## src/rtl/row_scan_ctrl.sv

```systemverilog
// Row-select scan controller driving a 4-to-16 decoder; all outputs registered.
// Optional macro ROW_SCAN_BLANK_EN inserts one blanking cycle per row advance.
module row_scan_ctrl #(
    parameter int unsigned DWELL_W = 16
) (
    input  logic               clk,
    input  logic               rst_n,
    input  logic               start,
    input  logic               stop,
    input  logic [DWELL_W-1:0] dwell,
    input  logic [3:0]         last_row,
    output logic [3:0]         sel,
    output logic               sel_valid,
    output logic               busy,
    output logic               frame_done
);

    typedef enum logic [1:0] {
        S_IDLE,
`ifdef ROW_SCAN_BLANK_EN
        S_BLANK,
`endif
        S_SCAN
    } state_t;

    localparam logic [DWELL_W-1:0] ONE = {{(DWELL_W-1){1'b0}}, 1'b1};

    state_t             r_state, w_state_nx;
    logic [DWELL_W-1:0] r_cnt, w_cnt_nx;
    logic [DWELL_W-1:0] r_dwell_q, w_dwell_nx;
    logic [3:0]         r_last_q, w_last_nx;
    logic               r_stop_pend, w_pend_nx;
    logic [3:0]         r_sel, w_sel_nx;
    logic               r_sel_valid, w_valid_nx;
    logic               r_busy, w_busy_nx;
    logic               r_frame_done, w_fd_nx;

    logic [DWELL_W-1:0] w_dwell_in;
    logic [DWELL_W-1:0] w_reload;
    logic               w_is_last;
    logic [3:0]         w_next_row;

    assign w_dwell_in = (dwell == '0) ? ONE : dwell;
    assign w_reload   = r_dwell_q - ONE;
    assign w_is_last  = (r_sel == r_last_q);
    assign w_next_row = r_sel + 4'd1;

    always_comb begin
        w_state_nx = r_state;
        w_cnt_nx   = r_cnt;
        w_dwell_nx = r_dwell_q;
        w_last_nx  = r_last_q;
        w_pend_nx  = r_stop_pend;
        w_sel_nx   = r_sel;
        w_valid_nx = r_sel_valid;
        w_busy_nx  = r_busy;
        w_fd_nx    = 1'b0;
        case (r_state)
            S_IDLE: begin
                if (start) begin
                    w_dwell_nx = w_dwell_in;
                    w_last_nx  = last_row;
                    w_cnt_nx   = w_dwell_in - ONE;
                    w_pend_nx  = 1'b0;
                    w_sel_nx   = 4'd0;
                    w_valid_nx = 1'b1;
                    w_busy_nx  = 1'b1;
                    w_state_nx = S_SCAN;
                end
            end
            S_SCAN: begin
                if (stop) w_pend_nx = 1'b1;
                if (r_cnt != '0) begin
                    w_cnt_nx = r_cnt - ONE;
                end else if (w_is_last && (r_stop_pend || stop)) begin
                    // Stopping at frame end skips the blank even when enabled
                    w_fd_nx    = 1'b1;
                    w_pend_nx  = 1'b0;
                    w_sel_nx   = 4'd0;
                    w_valid_nx = 1'b0;
                    w_busy_nx  = 1'b0;
                    w_state_nx = S_IDLE;
                end else begin
                    w_fd_nx = w_is_last;
`ifdef ROW_SCAN_BLANK_EN
                    w_valid_nx = 1'b0;
                    w_state_nx = S_BLANK;
`else
                    w_sel_nx = w_is_last ? 4'd0 : w_next_row;
                    w_cnt_nx = w_reload;
`endif
                end
            end
`ifdef ROW_SCAN_BLANK_EN
            S_BLANK: begin
                w_sel_nx   = w_is_last ? 4'd0 : w_next_row;
                w_cnt_nx   = w_reload;
                w_valid_nx = 1'b1;
                w_state_nx = S_SCAN;
            end
`endif
            default: w_state_nx = S_IDLE;
        endcase
    end

    always_ff @(posedge clk or negedge rst_n) begin
        if (!rst_n) begin
            r_state      <= S_IDLE;
            r_cnt        <= '0;
            r_dwell_q    <= '0;
            r_last_q     <= '0;
            r_stop_pend  <= 1'b0;
            r_sel        <= '0;
            r_sel_valid  <= 1'b0;
            r_busy       <= 1'b0;
            r_frame_done <= 1'b0;
        end else begin
            r_state      <= w_state_nx;
            r_cnt        <= w_cnt_nx;
            r_dwell_q    <= w_dwell_nx;
            r_last_q     <= w_last_nx;
            r_stop_pend  <= w_pend_nx;
            r_sel        <= w_sel_nx;
            r_sel_valid  <= w_valid_nx;
            r_busy       <= w_busy_nx;
            r_frame_done <= w_fd_nx;
        end
    end

    assign sel        = r_sel;
    assign sel_valid  = r_sel_valid;
    assign busy       = r_busy;
    assign frame_done = r_frame_done;

endmodule
```

## config.mk

```make
export PLATFORM = sky130hd
export DESIGN_NAME = row_scan_ctrl
export DESIGN_NICKNAME = d
export VERILOG_FILES = /design/src/rtl/row_scan_ctrl.sv
export SDC_FILE = /design/constraint.sdc
export NUM_CORES = 1
export LEC_CHECK = 0
export ABC_AREA = 0
export CORE_ASPECT_RATIO = 0.5
export CORE_MARGIN = 2
export CORE_UTILIZATION = 60
export CTS_CLUSTER_DIAMETER = 60
export DETAILED_ROUTE_END_ITERATION = 10
export PLACE_DENSITY = 0.85
export SYNTH_ARGS = -nofsm -noshare
export SYNTH_HDL_FRONTEND = slang
export SYNTH_SLANG_ARGS = --single-unit
```

## constraint.sdc

```tcl
create_clock -name clk -period 7.6 [get_ports clk]
set_input_delay 0.76 -clock clk [delete_from_list [all_inputs] [get_ports clk]]
set_output_delay 0.76 -clock clk [all_outputs]
set_load 0.05 [all_outputs]
```

==> flow_summary.yaml, run 1 <==
status:
  status: "finished clean"
timing:
  maxSlewHeadroom_pct: 21.82
  max_clock_freq_ghz: 0.3012
  tightestPinTransition_ps: 1173
  finalCritPeriodShare_pct: 43.68
  drv_slew: 0
  layout_min_cycle_time_ps: 3320
  hold_viol: 0
  skew_ps: 10.18
  tns_ps: 0
  rsz0062_at_grt: "false"
  setup_viol: 0
yosys:
  synthesis.nets: 291
  synth.avg_cell_area_um2: 10.13
  yosysUniqueCellTypes: 62
  netlist_area_mm2: 0.002685
  synth_top_area_share_pct: 40.07
  ys_top_cells_by_area: "dfrtp_1 (40%), mux2_2 (8.4%), nand2_1 (4.5%)"
  syn_inst: 265
  yosys.area.top_type: "dfrtp_1"
  ys_ff_latch: 43
  postSynth.asyncResetShare_pct: 100.0
  synth-warning-count: 0
  synth-edff-count: 0
  seq_area_frac_synth_pct: 40.07
  synth_flop_cell: "dfrtp_1"
place:
  finalWeightedCongestion: 0.8743
  dp_hpwl_um: 4348
  io_buffers: 30
pwr:
  ir_drop_uv: 115.0
  power.static_leakage_nw: 1.239
  powerDensity_mw_per_mm2: 251.5
cts:
  clockBufferDepth: 2
  postCtsHoldBufs: 0
  cts_root_buffer: "clkbuf_8"
  insertion_delay_ps: 300
  cts-htree-levels: 2
  cts_tree: "done"
  numCtsBuffers: 5
  post_cts_buffers: 0
  clkTransAtPathRegs_ps: 90
  clock-sinks: 43
  cts_resized: 0
finish:
  diodes: 0
  nets: 315
  n_fill_cell: 339
  drive_gt1_share_pct: 18.62
  final_util_pct: 69.41
  multi_input_area_mm2: 0.001469
  area_growth_pct: 12.72
  regArea_mm2: 0.001076
grt:
  grt_pass1_wl_um: 10190
  grt_pass1_vias: 2115
  gr-usage-all-layers_pct: 26.12
  antenna_found_initial: 0
  grt_max_degree: 44
  grt_overflow: 0
critical_path:
  reg2reg_from: "r_cnt[8]$_DFFE_PN0P_"
  crit_type: "reg2reg"
  start_kind: "register"
  endpoint_kind: "register"
  cp.arrival_ps: 3520
  worstPathRequired_ps: 7800
  r2r_slack_ps: 4280
  r2r_end: "r_cnt[6]$_DFFE_PN0P_"
  crit_fanout: 29
  reg2reg_depth: 7
routing:
  vias: 2133
  viasPerCell: 6.147
  drc: 0
  first_pass_iters: 4
  wl_per_cell_um: 17.65
  drtAntennaViolNets: 0
  drt_iter0_drc: 178
  routed_wl_um: 6126
min_path:
  hp-class: "reg2reg"
  holdPathEnd: "r_dwell_q[14]$_DFFE_PN0P_"
  hold_depth: 1
  min_from: "r_dwell_q[14]$_DFFE_PN0P_"
floorplanning:
  die-height_um: 51.31
  start_util_pct: 61.58
  die_area_mm2: 0.005059
  fp.dieW_um: 98.61
  num_rows: 17
  coreArea_mm2: 0.004360
  num_io_pins: 31
run:
  maxCapViolations: 0
[report_power, final]
group          leakage, nW  total (W)  internal [W]  switching [W]
logic                0.667   0.000281      0.000122       0.000159
clock network       0.0412   0.000144     0.0000643      0.0000796
registers            0.531   0.000336      0.000279      0.0000566
total                 1.24   0.000761      0.000466       0.000295
[cell usage after synthesis, types with 3 or more instances]
master,count
nor3_2,3
inv_1,5
o21ai_1,19
mux2i_1,7
buf_6,3
dfrtp_1,43
xor2_1,8
mux2_2,20
nor3_1,5
o21ai_0,10
nor4_1,4
nand2_1,32
buf_1,3
nor2_1,19
xnor2_1,9
nor3b_1,3
a21oi_1,9
nand3_1,7
o22ai_1,4
[stage by stage]
stage | hold slack [ps] | area [um2] | worst slack, ps | std cells | power (W)
after floorplan | 464.4 | 2685 | 4430 | 265 | 0.0005501
after global placement | 492.1 | 2942 | 4320 | 339 | 0.0006045
after detailed placement | 503.1 | 2942 | 4243 | 339 | 0.0006157
after CTS | 521.2 | 3027 | 4331 | 347 | 0.0007628
after global routing | 532.0 | 3027 | 3947 | 347 | 0.0008062
final | 516.6 | 3027 | 4280 | 347 | 0.0007611
[kinds of logic after synthesis]
family / share of synthesized area (%)
simple gates: 18.59
compound gates: 18.08
fa+ha+maj: 0.9318
flops: 40.07
buf+inv: 5.219
xor+xnor: 5.545
mux: 11.56
[registers in the layout, indices dropped and copies added, names as in the netlist]
signal and cells:
r_cnt 16, r_last_q 4, r_stop_pend 1, frame_done 1
sel 4, busy 1, r_dwell_q 16
[layout by cell type (no fill, tap or decap), types with 3 or more instances in the layout]
cell | synthesis | final
nor3_1 | 5 | 5
xnor2_1 | 9 | 9
nor3b_1 | 3 | 3
o21ai_1 | 19 | 19
mux2_2 | 20 | 20
nor2_1 | 19 | 19
clkbuf_8 | 0 | 5
o21ai_0 | 10 | 10
nor4_1 | 4 | 4
o22ai_1 | 4 | 4
dfrtp_1 | 43 | 43
inv_1 | 5 | 5
a21oi_1 | 9 | 9
xor2_1 | 8 | 8
mux2i_1 | 7 | 7
clkdlybuf4s50_1 | 0 | 29
nand3_1 | 7 | 7
nand2_1 | 32 | 32
nor3_2 | 3 | 3
[layout make-up]
class,count,share of cell area [%]
multi-input cells,202,48.53
flip-flops and latches,43,35.55
repair buffers,31,10.00
clock buffers,6,2.398
well taps,57,2.356
inverters,6,0.7441
clock inverters,2,0.4134
[worst max path at each step]
| stage | end | depth (start not counted) | start | slack, ps |
|---|---|---|---|---|
| after global routing | r_cnt[6]$_DFFE_PN0P_ | 7 | r_cnt[11]$_DFFE_PN0P_ | 3950 |
| after floorplan | r_cnt[14]$_DFFE_PN0P_ | 11 | busy$_DFFE_PN0P_ | 4430 |
| after detailed placement | r_cnt[10]$_DFFE_PN0P_ | 10 | dwell[6] | 4240 |
| after CTS | r_cnt[6]$_DFFE_PN0P_ | 7 | r_cnt[8]$_DFFE_PN0P_ | 4330 |
| after global placement | r_cnt[14]$_DFFE_PN0P_ | 10 | dwell[6] | 4320 |
| final | r_cnt[6]$_DFFE_PN0P_ | 7 | r_cnt[8]$_DFFE_PN0P_ | 4280 |
[layer usage]
metal	vias to the layer above	global-route usage [%]	routed length (um)
met4	0	12.79	149
met1	1028	35.04	2860
met3	15	5.746	365
li1	1013	-	-
met2	77	40.70	2751
met5	-	0	0
[worst max-delay path, stage by stage, from the launching register on]
cell	delay, ps
dfrtp_1	400
nor3_1	470
nand4_2	590
nor2_8	340
nand2_2	110
o22ai_2	920
o21ai_0	230
o221ai_1	120
No activity file was read; power rests on OpenSTA's default activity.
==> run 2, diff against run 1 <==
CORE_UTILIZATION = 51   (was 60)
PLACE_DENSITY = 0.77   (was 0.85)
clock period = 2.7 ns   (was 7.6 ns; I/O delays follow)
==> flow_summary.yaml, run 2 (synthesis results as in run 1) <==
status:
  status: "finished clean"
floorplanning:
  coreArea_mm2: 0.005000
  num_io_pins: 31
  die-height_um: 55.31
  fp.dieW_um: 106.6
  start_util_pct: 53.70
  num_rows: 18
  die_area_mm2: 0.005896
routing:
  vias: 2176
  routed_wl_um: 6349
  drtAntennaViolNets: 0
  viasPerCell: 5.667
  drc: 0
  drt_iter0_drc: 113
  wl_per_cell_um: 16.53
  first_pass_iters: 5
finish:
  nets: 341
  final_cell_mix: "dfrtp_1 (42), nand2_1 (32), clkdlybuf4s50_1 (29)"
  top_regs: "r_cnt: 16 flops, r_dwell_q: 16 flops"
  diodes: 0
  final_common_cell: "dfrtp_1"
  drive_gt1_share_pct: 25.48
  area_growth_pct: 20.69
timing:
  finalCritPeriodShare_pct: 95.34
  skew_ps: 8.846
  layout_min_cycle_time_ps: 2574
  hold_viol: 0
  whs_ps: 147.1
  setup_viol: 0
  drv_slew: 0
  tightestPinTransition_ps: 994.4
  maxSlewHeadroom_pct: 33.71
  rsz0062_at_grt: "false"
  max_clock_freq_ghz: 0.3885
cts:
  clockBufferDepth: 2
  clkTransAtPathRegs_ps: 80
  clock-sinks: 43
  post_cts_buffers: 0
  cts_root_buffer: "clkbuf_8"
  postCtsHoldBufs: 0
  numCtsBuffers: 5
  insertion_delay_ps: 290
  cts-htree-levels: 2
  cts_resized: 0
  cts_tree: "done"
pwr:
  powerDensity_mw_per_mm2: 679.1
  power.static_leakage_nw: 1.373
  power_w: 0.002201
  ir_drop_uv: 346.3
place:
  io_buffers: 30
  dp_hpwl_um: 4858
  finalWeightedCongestion: 0.9151
critical_path:
  start_kind: "register"
  crit_fanout: 4
  r2r_slack_ps: 130
  crit_type: "reg2reg"
  reg2reg_depth: 11
  reg2reg_from: "r_cnt[14]$_DFFE_PN0P_"
  r2r_end: "r_cnt[6]$_DFFE_PN0P_"
  worstPathRequired_ps: 2900
  endpoint_kind: "register"
  cp.arrival_ps: 2780
grt:
  gr-usage-met3_pct: 4.250
  grt_max_degree: 44
  grt_pass1_wl_um: 10670
  grt_overflow: 0
  antenna_found_initial: 0
  grt.busiest_layer: "met2"
  grtUsageMet2_pct: 38.76
  gr-usage-all-layers_pct: 23.09
  grtUsageMet1_pct: 31.40
  grt_pass1_vias: 2242
min_path:
  hp-class: "in2async"
run:
  maxCapViolations: 0
## run 2: stage by stage
step | util (%) | worst slack, ps | cell area (um2) | std cells | TNS (ps)
after floorplan | - | 54.30 | 2696 | 265 | 0
after global placement | 63.09 | 52.44 | 3154 | 378 | 0
after detailed placement | 63.09 | -18.89 | 3154 | 378 | -29.37
after CTS | 64.54 | 108.3 | 3227 | 384 | 0
after global routing | 64.81 | 9.538 | 3241 | 384 | 0
final | 64.81 | 125.9 | 3241 | 384 | 0
## run 2: layer usage
| metal | share of wire [%] | vias to the layer above | routed length, um |
|---|---|---|---|
| li1 | - | 1058 | - |
| met1 | 48 | 1077 | 3033 |
| met2 | 48 | 37 | 3019 |
| met3 | 4.0 | 4 | 254 |
| met4 | 0.65 | 0 | 41 |
| met5 | 0 | - | 0 |
## run 2: layout make-up
cell class / instances / area (um2)
fill: 435 / 1759
timing repair buffer: 57 / 498.0
multi-input combinational: 202 / 1483
tap: 70 / 87.58
clock buffer: 6 / 72.57
inverter: 6 / 22.52
sequential: 43 / 1077
## run 2: where the power goes
part / switching, W / internal, W / leakage, nW / total [W]
Combinational: 0.000456 / 0.000403 / 0.805 / 0.000859
Sequential: 0.000174 / 0.000786 / 0.531 / 0.000960
Clock: 0.000209 / 0.000173 / 0.0371 / 0.000382
## run 2: worst max path at each step
stage,startpoint,cells past startpoint,endpoint
floorplan,busy$_DFFE_PN0P_,11,r_cnt[12]$_DFFE_PN0P_
global placement,dwell[1],11,r_cnt[12]$_DFFE_PN0P_
detailed placement,dwell[14],11,r_cnt[10]$_DFFE_PN0P_
CTS,r_cnt[8]$_DFFE_PN0P_,11,r_cnt[6]$_DFFE_PN0P_
global route,r_cnt[14]$_DFFE_PN0P_,11,r_cnt[6]$_DFFE_PN0P_
finish,r_cnt[14]$_DFFE_PN0P_,11,r_cnt[6]$_DFFE_PN0P_
## run 2: critical path, cell delays in order, from the launching register on
cell and delay, ps:
dfrtp_1 430, nor4_4 410, nand4_2 230, nor2_8 180
a21oi_1 80, mux2_2 280, ha_1 220, o211ai_1 160
nor2_1 140, nor2_1 130, nor2_1 50, o221ai_1 170
